$ cat config.mk
export PLATFORM = sky130hd
export DESIGN_NAME = plate_control_flat
export DESIGN_NICKNAME = d
export VERILOG_FILES = /design/src/rtl/plate_pkg.sv /design/src/rtl/plate_control_if.sv /design/src/rtl/plate_control_debounce.sv /design/src/rtl/plate_control.sv /design/src/flat_wrapper.sv
export SDC_FILE = /design/constraint.sdc
export NUM_CORES = 1
export LEC_CHECK = 0
export CAP_MARGIN = 30
export CORE_MARGIN = 5
export CORE_UTILIZATION = 47
export CTS_CLUSTER_DIAMETER = 150
export DETAILED_ROUTE_END_ITERATION = 6
export GPL_TIMING_DRIVEN = 0
export PLACE_DENSITY = 0.78
export SLEW_MARGIN = 10
export SYNTH_ARGS = -nofsm -noshare
export SYNTH_HDL_FRONTEND = slang
export SYNTH_SLANG_ARGS = --single-unit
$ cat constraint.sdc
create_clock -name clock -period 2.3 [get_ports clock]
set_clock_uncertainty 0.2 [all_clocks]
set_input_delay 0.46 -clock clock [delete_from_list [all_inputs] [get_ports clock]]
set_output_delay 0.46 -clock clock [all_outputs]
set_load 0.05 [all_outputs]
$ cat src/rtl/plate_pkg.sv
// rtl/plate_pkg.sv - move codes, FSM states and direction types for plate_control
package plate_pkg;

   localparam logic [3:0] CODE_HOLD = 4'b1111;
   localparam logic [3:0] CODE_R1   = 4'b0001;
   localparam logic [3:0] CODE_L1   = 4'b0100;
   localparam logic [3:0] CODE_R2   = 4'b0011;
   localparam logic [3:0] CODE_L2   = 4'b0110;

   typedef enum logic [1:0] {
      ST_IDLE = 2'd0,
      ST_WAIT = 2'd1,
      ST_SLOW = 2'd2,
      ST_FAST = 2'd3
   } state_e;

   typedef enum logic {
      DIR_R = 1'b0,
      DIR_L = 1'b1
   } dir_e;

   function automatic logic [3:0] move_code(input dir_e dir, input logic fast);
      if (dir == DIR_L) return fast ? CODE_L2 : CODE_L1;
      return fast ? CODE_R2 : CODE_R1;
   endfunction

endpackage

$ cat src/rtl/plate_control_if.sv
// rtl/plate_control_if.sv - button/tick inputs and move-code outputs of plate_control
interface plate_control_if;
   logic       btn_left;
   logic       btn_right;
   logic       tick;
   logic       enable;
   logic [3:0] control;
   logic       step;
   logic [1:0] state_dbg;

   modport master (
      output btn_left, btn_right, tick, enable,
      input  control, step, state_dbg
   );

   modport slave (
      input  btn_left, btn_right, tick, enable,
      output control, step, state_dbg
   );
endinterface

$ cat src/rtl/plate_control_debounce.sv
// rtl/plate_control_debounce.sv - two-flop synchronizer plus stable-count debouncer
module btn_debounce #(
   parameter int DEBOUNCE_CYCLES = 250000
) (
   input  logic clock,
   input  logic reset,
   input  logic raw,
   output logic level
);
   localparam int CW = $clog2(DEBOUNCE_CYCLES + 1);

   logic [1:0]    sync_q, sync_d;
   logic          level_q, level_d;
   logic [CW-1:0] cnt_q, cnt_d;

   always_comb begin
      sync_d  = {sync_q[0], raw};
      level_d = level_q;
      cnt_d   = '0;
      // Counter only ever reaches DEBOUNCE_CYCLES-1 before flipping, so it cannot wrap.
      if (sync_q[1] != level_q) begin
         if (cnt_q == CW'(DEBOUNCE_CYCLES - 1)) begin
            level_d = ~level_q;
         end else begin
            cnt_d = cnt_q + CW'(1);
         end
      end
   end

   always_ff @(posedge clock or posedge reset) begin
      if (reset) begin
         sync_q  <= '0;
         level_q <= 1'b0;
         cnt_q   <= '0;
      end else begin
         sync_q  <= sync_d;
         level_q <= level_d;
         cnt_q   <= cnt_d;
      end
   end

   assign level = level_q;
endmodule

$ cat src/rtl/plate_control.sv
// rtl/plate_control.sv - debounced press/auto-repeat FSM producing plate move codes
module plate_control
   import plate_pkg::*;
#(
   parameter int DEBOUNCE_CYCLES = 250000,
   parameter int REPEAT_DELAY    = 4,
   parameter int FAST_AFTER      = 6
) (
   input  logic clock,
   input  logic reset,
   plate_control_if.slave bus
);
   localparam int DW = $clog2(REPEAT_DELAY + 1);
   localparam int RW = $clog2(FAST_AFTER + 1);

   logic deb_l, deb_r;

   btn_debounce #(.DEBOUNCE_CYCLES(DEBOUNCE_CYCLES)) u_deb_l (
      .clock(clock), .reset(reset), .raw(bus.btn_left), .level(deb_l)
   );
   btn_debounce #(.DEBOUNCE_CYCLES(DEBOUNCE_CYCLES)) u_deb_r (
      .clock(clock), .reset(reset), .raw(bus.btn_right), .level(deb_r)
   );

   state_e        state_q, state_d;
   dir_e          dir_q, dir_d;
   logic          pending_q, pending_d;
   logic [DW-1:0] delay_q, delay_d;
   logic [RW-1:0] rep_q, rep_d;
   logic [3:0]    control_q, control_d;
   logic          step_q, step_d;

   logic          abort, issue, fast, dir_held;
   logic [DW-1:0] delay_inc;

   always_comb begin
      state_d   = state_q;
      dir_d     = dir_q;
      pending_d = pending_q;
      delay_d   = delay_q;
      rep_d     = rep_q;
      control_d = CODE_HOLD;
      step_d    = 1'b0;
      issue     = 1'b0;
      fast      = 1'b0;
      dir_held  = (dir_q == DIR_L) ? deb_l : deb_r;
      abort     = !bus.enable || (deb_l && deb_r) || !dir_held;
      delay_inc = (delay_q == DW'(REPEAT_DELAY)) ? delay_q : delay_q + DW'(1);

      case (state_q)
         ST_IDLE: begin
            if (bus.enable && (deb_l ^ deb_r)) begin
               state_d   = ST_WAIT;
               dir_d     = deb_l ? DIR_L : DIR_R;
               pending_d = 1'b1;
               delay_d   = '0;
            end
         end
         ST_WAIT: begin
            if (abort) begin
               state_d = ST_IDLE;
            end else if (bus.tick) begin
               if (pending_q) begin
                  issue     = 1'b1;
                  pending_d = 1'b0;
               end else begin
                  delay_d = delay_inc;
                  if (delay_inc == DW'(REPEAT_DELAY)) begin
                     state_d = ST_SLOW;
                     rep_d   = '0;
                     issue   = 1'b1;
                  end
               end
            end
         end
         ST_SLOW: begin
            if (abort) begin
               state_d = ST_IDLE;
            end else if (bus.tick) begin
               issue = 1'b1;
               if (rep_q == RW'(FAST_AFTER)) state_d = ST_FAST;
               else                          rep_d   = rep_q + RW'(1);
            end
         end
         ST_FAST: begin
            if (abort) begin
               state_d = ST_IDLE;
            end else if (bus.tick) begin
               issue = 1'b1;
               fast  = 1'b1;
            end
         end
         default: state_d = ST_IDLE;
      endcase

      if (issue) begin
         control_d = move_code(dir_q, fast);
         step_d    = 1'b1;
      end
   end

   always_ff @(posedge clock or posedge reset) begin
      if (reset) begin
         state_q   <= ST_IDLE;
         dir_q     <= DIR_R;
         pending_q <= 1'b0;
         delay_q   <= '0;
         rep_q     <= '0;
         control_q <= CODE_HOLD;
         step_q    <= 1'b0;
      end else begin
         state_q   <= state_d;
         dir_q     <= dir_d;
         pending_q <= pending_d;
         delay_q   <= delay_d;
         rep_q     <= rep_d;
         control_q <= control_d;
         step_q    <= step_d;
      end
   end

   assign bus.control   = control_q;
   assign bus.step      = step_q;
   assign bus.state_dbg = state_q;
endmodule

$ cat src/flat_wrapper.sv
// flat-port wrapper written by rule: the top's interface ports become plain ports
module plate_control_flat import plate_pkg::*;
#(
   parameter int DEBOUNCE_CYCLES = 250000,
   parameter int REPEAT_DELAY    = 4,
   parameter int FAST_AFTER      = 6
)
  (clock, reset, bus_btn_left, bus_btn_right, bus_tick, bus_enable, bus_control, bus_step, bus_state_dbg);
  plate_control_if bus_i ();
  input  logic clock;
  input  logic reset;
  input wire logic [$bits(bus_i.btn_left)-1:0] bus_btn_left;
  input wire logic [$bits(bus_i.btn_right)-1:0] bus_btn_right;
  input wire logic [$bits(bus_i.tick)-1:0] bus_tick;
  input wire logic [$bits(bus_i.enable)-1:0] bus_enable;
  output wire logic [$bits(bus_i.control)-1:0] bus_control;
  output wire logic [$bits(bus_i.step)-1:0] bus_step;
  output wire logic [$bits(bus_i.state_dbg)-1:0] bus_state_dbg;
  assign bus_i.btn_left = bus_btn_left;
  assign bus_i.btn_right = bus_btn_right;
  assign bus_i.tick = bus_tick;
  assign bus_i.enable = bus_enable;
  assign bus_control = bus_i.control;
  assign bus_step = bus_i.step;
  assign bus_state_dbg = bus_i.state_dbg;
  plate_control #(.DEBOUNCE_CYCLES(DEBOUNCE_CYCLES), .REPEAT_DELAY(REPEAT_DELAY), .FAST_AFTER(FAST_AFTER)) u_core (.clock(clock), .reset(reset), .bus(bus_i));
endmodule
# Word level (Yosys, flattened, before mapping)
# Index checks and enable logic that the tools add are counted.
[totals] reg_bits=57 in_bits=6 output_inout_bits=7 word_cells=111
[classes] n_addsub=4 eq_ne=24 muxes=50 n_bitwise=3 reduce_logical=17
[ops] operator="2-to-1 mux 18 bit" n=4
[ops] operator="adder 18 x 1 -> 18 bit (second input constant)" n=2
[ops] operator="== test 18 bit (second input constant)" n=2
[ops] operator="2-to-1 mux 3 bit" n=12
[ops] operator="2-to-1 mux 2 bit" n=11
[ops] operator="2-to-1 mux 1 bit" n=15
[ops] operator="2-to-1 mux 4 bit" n=3
[ops] operator="!= test 2 bit (second input constant)" n=6
[ops] operator="case mux 3 bit (2 select lines)" n=2
[ops] operator="== test 3 bit (second input constant)" n=3
[ops] operator="case mux 2 bit (4 select lines)" n=1
[ops] operator="AND reduction 8 bit" n=1
[ops] operator="AND reduction 7 bit" n=1
[ops] operator="adder 3 x 1 -> 3 bit (second input constant)" n=2
[ops] operator="!= test 2 x 1 -> 1 bit (second input constant)" n=3
[ops] operator="!= test 3 x 1 -> 1 bit (second input constant)" n=2
[ops] operator="!= test 3 x 2 -> 1 bit (second input constant)" n=2
[ops] operator="AND reduction 2 bit" n=3
[ops] operator="AND reduction 5 bit" n=1
[ops] operator="== test 2 bit (second input constant)" n=2
[ops] operator="case mux 1 bit (2 select lines)" n=2
[ops] operator="AND reduction 4 bit" n=1
[ops] operator="nonzero test 2 bit" n=2
[ops] operator="!= test 3 bit (second input constant)" n=1
[ops] operator="9 further kinds" n=14

# Logic depth before layout (Yosys ltp)
[logic_depth] word_depth=11 ltp_mapped=6 ltp_nobuf=6

# Modules after synthesis
# Synthesis repeated with hierarchy kept, for this count alone.
[hier_totals] cells_unflattened=282 hier_area_um2=2910.3
[by_module_without_submodules] mod="btn_debounce" n_inst=2 cells_per_inst=95 area_per_inst_um2=1012.2 seq_area_each_um2=525.5
[by_module_without_submodules] mod="plate_control" n_inst=1 cells_per_inst=92 area_per_inst_um2=885.8 seq_area_each_um2=380.4

# Least setup slack after synthesis
# Ideal clock, no wire load.
[synth_timing] path_type="register to register" start="reg u_core.delay_q[0]" end="reg u_core.state_q[0] (netlist: u_core.bus.state_dbg[0])" setup_ps=143 arrival_ps=1859 required_ps=1957 setup_slack_ps=99 stages_incl_launch_ff=7 n_path_buf=0 synth_period_minus_slack_ps=2201 path_cell_list="dfrtp_1 inv_1 ha_1 or3b_1 a211o_1 a2111oi_0 o22ai_1"
[synth_between] elab_chain_len=5 elab_cells_between_ends=6 cone_classes="add/sub (1); eq/ne (3); mux (1); reduce/logical (1)"
[synth_rtl] element="start, declared" line_no="plate_control.sv:28" rtl="logic [DW-1:0] delay_q, delay_d;"
[synth_rtl] element="start signal, assigned" line_no="plate_control.sv:115" rtl="delay_q <= delay_d;"
[synth_rtl] element="adder 3 x 1 -> 3 bit or == test 3 bit (tied branches)" line_no="plate_control.sv:48" rtl="delay_inc = (delay_q == DW'(REPEAT_DELAY)) ? delay_q : delay_q + DW'(1);"
[synth_rtl] element="2-to-1 mux 3 bit *" line_no="plate_control.sv:48"
[synth_rtl] element="== test 3 bit *" line_no="plate_control.sv:68" rtl="if (delay_inc == DW'(REPEAT_DELAY)) begin"
[synth_rtl] element="!= test 3 x 1 -> 1 bit (no line) *"
[synth_rtl] element="AND reduction 7 bit (no line) *"
[synth_rtl] element="end signal, assigned" line_no="plate_control.sv:112" rtl="state_q <= state_d;"
[synth_rtl] element="end, declared" line_no="plate_control.sv:25" rtl="state_e state_q, state_d;"
# Mark *: on every way between the ends. The rest lies on a longest branch, timed or not.
# A chain may end at the register's enable or synchronous reset.

# Worst setup path in the final report
# Ends and elaborated chain as after synthesis.

==> out/summary.txt <==
std cell rows: 28
Synth cell types: 45
# setup viols final: 0
placed insts: 377
fin util: 56.6%
worst endpoint required time: 2.29 ns
Synth Flop Type: dfrtp_1
clock root buffer master: clkbuf_8
Clock Power Share: 41.5%
Syn Nets: 302
# hold bufs at CTS: 0
XOR/XNOR Fraction of Synth Area: 8.70%
cell with the most instances after synthesis: dfrtp_1
vias in the first global route: 2174
Max-Cap Viols: 0
Final Critical Period: 2.24 ns
Switching Share: 24.1%
largest net degree at the start of global routing: 40
Initial DRT Pass Iterations: 4
worst slack, placed: -0.133 ns
H-tree Lvls: 3
hold path depth: 0
Synth Area in Adders: 3.00%
GP Congestion: 0.893
synthesis-stage register bit count: 57
top cells by count, synth: dfrtp_1, nor2_1, xnor2_1
Synth top area share: 45.4%
CP Capture Type: flip-flop
Seq/Total Area, Yosys: 49.0%
I/O Buffers: 12
DRC: 0
startpoint types: flip-flop
TritonCTS clock tree: built
RSZ-0062 raised after global routing: true
clk sink count: 57
fin nets: 332
Post-synth EDFFs: 0
post-synthesis compound-gate area fraction: 8.53%
async set-reset flop share out of synthesis: 100%
simple-gate share of the synthesized area: 25.4%
die footprint: 7890 um^2
Leakage: 1.36 nW
mux contribution to synthesized area: 2.57%
Hold Crit Class: flip-flop to flip-flop
Setup crit end: u_core.bus.state_dbg[0]
CTS max path bufs: 2
Worst-path clk slew: 0.06 ns
routed wire length: 5450 um
vias: 2192
DRT antenna net count: 0
P per Cell Area: 555 nW/um^2
Vias per Instance: 5.49
synth-to-layout area growth: 16.1%
switching power: 0.453 mW
DP HPWL: 3780 um
n_diodes: 0
worst reg2reg path depth: 6
FMAX: 446 MHz
Worst Tran Pin Value: 0.562 ns
Post-Synthesis Cells: 289
FILL cells: 498
Mean Syn Cell Area: 10.1 um^2
Sum Neg Setup Slack: 0 ns
CP startpoint: u_core.delay_q[0]
Reg power frac: 54.5%
fin crit share: 97.6%
share of cells above drive strength 1: 15.1%
Inserted Clock Buffers: 9
critical path arrival: 2.24 ns
fin cells: 399
Peak VDD IR: 0.401 mV
Final WS setup: 0.0560 ns
GRT Residual Overflow: 0
Int Power: 1.43 mW
Total GRT Usage: 15.9%
reg2reg start: u_core.delay_q[0]
DIE HEIGHT: 88.8 um
core area: 5990 um^2
Pwr Total: 1.88 mW
largest cells by area after synthesis: dfrtp_1, xnor2_1, nor2_1
WL/cell: 13.7 um
Yosys Warn Count: 0
clk_lat worst skew: 0.33 ns
main combinational cell family by area after synthesis: simple AND/OR/NAND/NOR gates
Starting Density: 48.7%
DRT iter0 DRCs: 118
status: complete, no violations
Crit Path Max Fanout: 5
Relative slew margins: 62.4%
Fin. Hold Viols: 0
number of I/O pins: 13
Slew Viols, Final: 0
internal reg-to-reg setup slack: 0.06 ns
reg2reg end: u_core.bus.state_dbg[0]
first-pass GRT wire length: 9680 um
Setup Crit Path Kind: flip-flop to flip-flop
Die X-Extent: 88.8 um
antenna violations before repair: 0
Mapped Area: 2920 um^2
area leader, netlist: dfrtp_1
Logic pwr share: 4.0%
[sequential cells by signal (all words and copies together) (netlist names), 2 cells and up]
signal and flops:
u_core.u_deb_l.sync_q 2, u_core.u_deb_r.sync_q 2, u_core.rep_q 3, u_core.u_deb_l.cnt_q 18
u_core.bus.state_dbg 2, u_core.delay_q 3, u_core.bus.control 4, u_core.u_deb_r.cnt_q 18
[cells in the final DEF, fill, tap and decap left out, types with 4 or more instances in the layout]
| cell type | n |
|---|---|
| dfrtp_1 | 53 |
| nor2_1 | 43 |
| xnor2_1 | 24 |
| nand2_1 | 16 |
| nand3_1 | 14 |
| inv_1 | 13 |
| nor4_1 | 12 |
| nor3_1 | 10 |
| a21oi_1 | 9 |
| o21ai_0 | 9 |
| clkbuf_8 | 9 |
| buf_4 | 7 |
| clkdlybuf4s50_1 | 7 |
| nand2b_1 | 6 |
| nand4_1 | 6 |
| ha_1 | 6 |
| xor2_1 | 5 |
| dlygate4sd2_1 | 5 |
| mux2_2 | 4 |
| nand3b_1 | 4 |
| or3_1 | 4 |
| clkinv_2 | 4 |
| dfstp_2 | 4 |
[metal layers]
| metal | vias up | global-route usage (%) | part of all wire (%) |
|---|---|---|---|
| met2 | 39 | 26.0 | 49 |
| met5 | - | 0 | 0 |
| met3 | 7 | 3.82 | 3.1 |
| met4 | 0 | 6.46 | 1.6 |
| met1 | 1067 | 20.3 | 47 |
| li1 | 1079 | - | - |
[repair_timing]
item                       in CTS  in global routing
setup endpoints to repair       7                 23
hold endpoints to repair        0                  0
pin swaps                       1                  3
setup buffers                   1                  5
resized for setup               7                  6
[worst max-delay path: stages, from the launching register on]
cell       delay, ns
dfrtp_1         0.39
inv_2           0.07
ha_2            0.21
or3b_1          0.39
a211o_4         0.37
a2111oi_4       0.35
o22ai_1         0.12
[area by class of cell]
class                      instances  area, um^2  share of cell area [%]
clock buffer                      10         128                    3.77
inverter                          15        56.3                    1.66
tap                               75        93.8                    2.77
sequential                        57        1430                    42.2
clock inverter                     6        35.0                    1.03
buffer                             5        25.0                   0.738
multi-input combinational        212        1440                    42.5
timing repair buffer              19         179                    5.28
[how the worst min path moves through the flow]
stage                                         from                  endpoint  slack, ns
after floorplan           u_core.u_deb_l.sync_q[0]  u_core.u_deb_l.sync_q[1]       0.13
after detailed placement  u_core.u_deb_l.sync_q[0]  u_core.u_deb_l.sync_q[1]       0.14
final                     u_core.u_deb_l.sync_q[0]  u_core.u_deb_l.sync_q[1]       0.15
after CTS                 u_core.u_deb_l.sync_q[0]  u_core.u_deb_l.sync_q[1]       0.15
after global placement    u_core.u_deb_r.sync_q[0]  u_core.u_deb_r.sync_q[1]       0.14
after global routing      u_core.u_deb_l.sync_q[0]  u_core.u_deb_l.sync_q[1]       0.17
[stage by stage]
stage | instance area [um^2] | hold WS [ns]
finish | 3390 | 0.149
global placement | 3130 | 0.135
global route | 3390 | 0.173
CTS | 3320 | 0.152
floorplan | 2920 | 0.131
detailed placement | 3150 | 0.136
[power groups by stage]
stage / logic [mW] / clock network [mW] / registers, mW
finish: 0.0757 / 0.781 / 1.02
floorplan: 0.0438 / 0 / 1.04
global route: 0.0866 / 0.852 / 1.03
global placement: 0.0643 / 0 / 1.04
CTS: 0.0706 / 0.800 / 1.02
detailed placement: 0.0704 / 0 / 1.04
[cells by family (layout without fill, tap and decap cells)]
family | after synthesis | in the layout
AOI/OAI and AO/OA | 33 | 33
xor gates and xnor gates | 29 | 29
adders and majority gates | 7 | 7
buffers and inverters | 20 | 55
DFF | 57 | 57
muxes | 7 | 7
and+or+nand+nor | 136 | 136
Power figures use the tool's default switching activity.
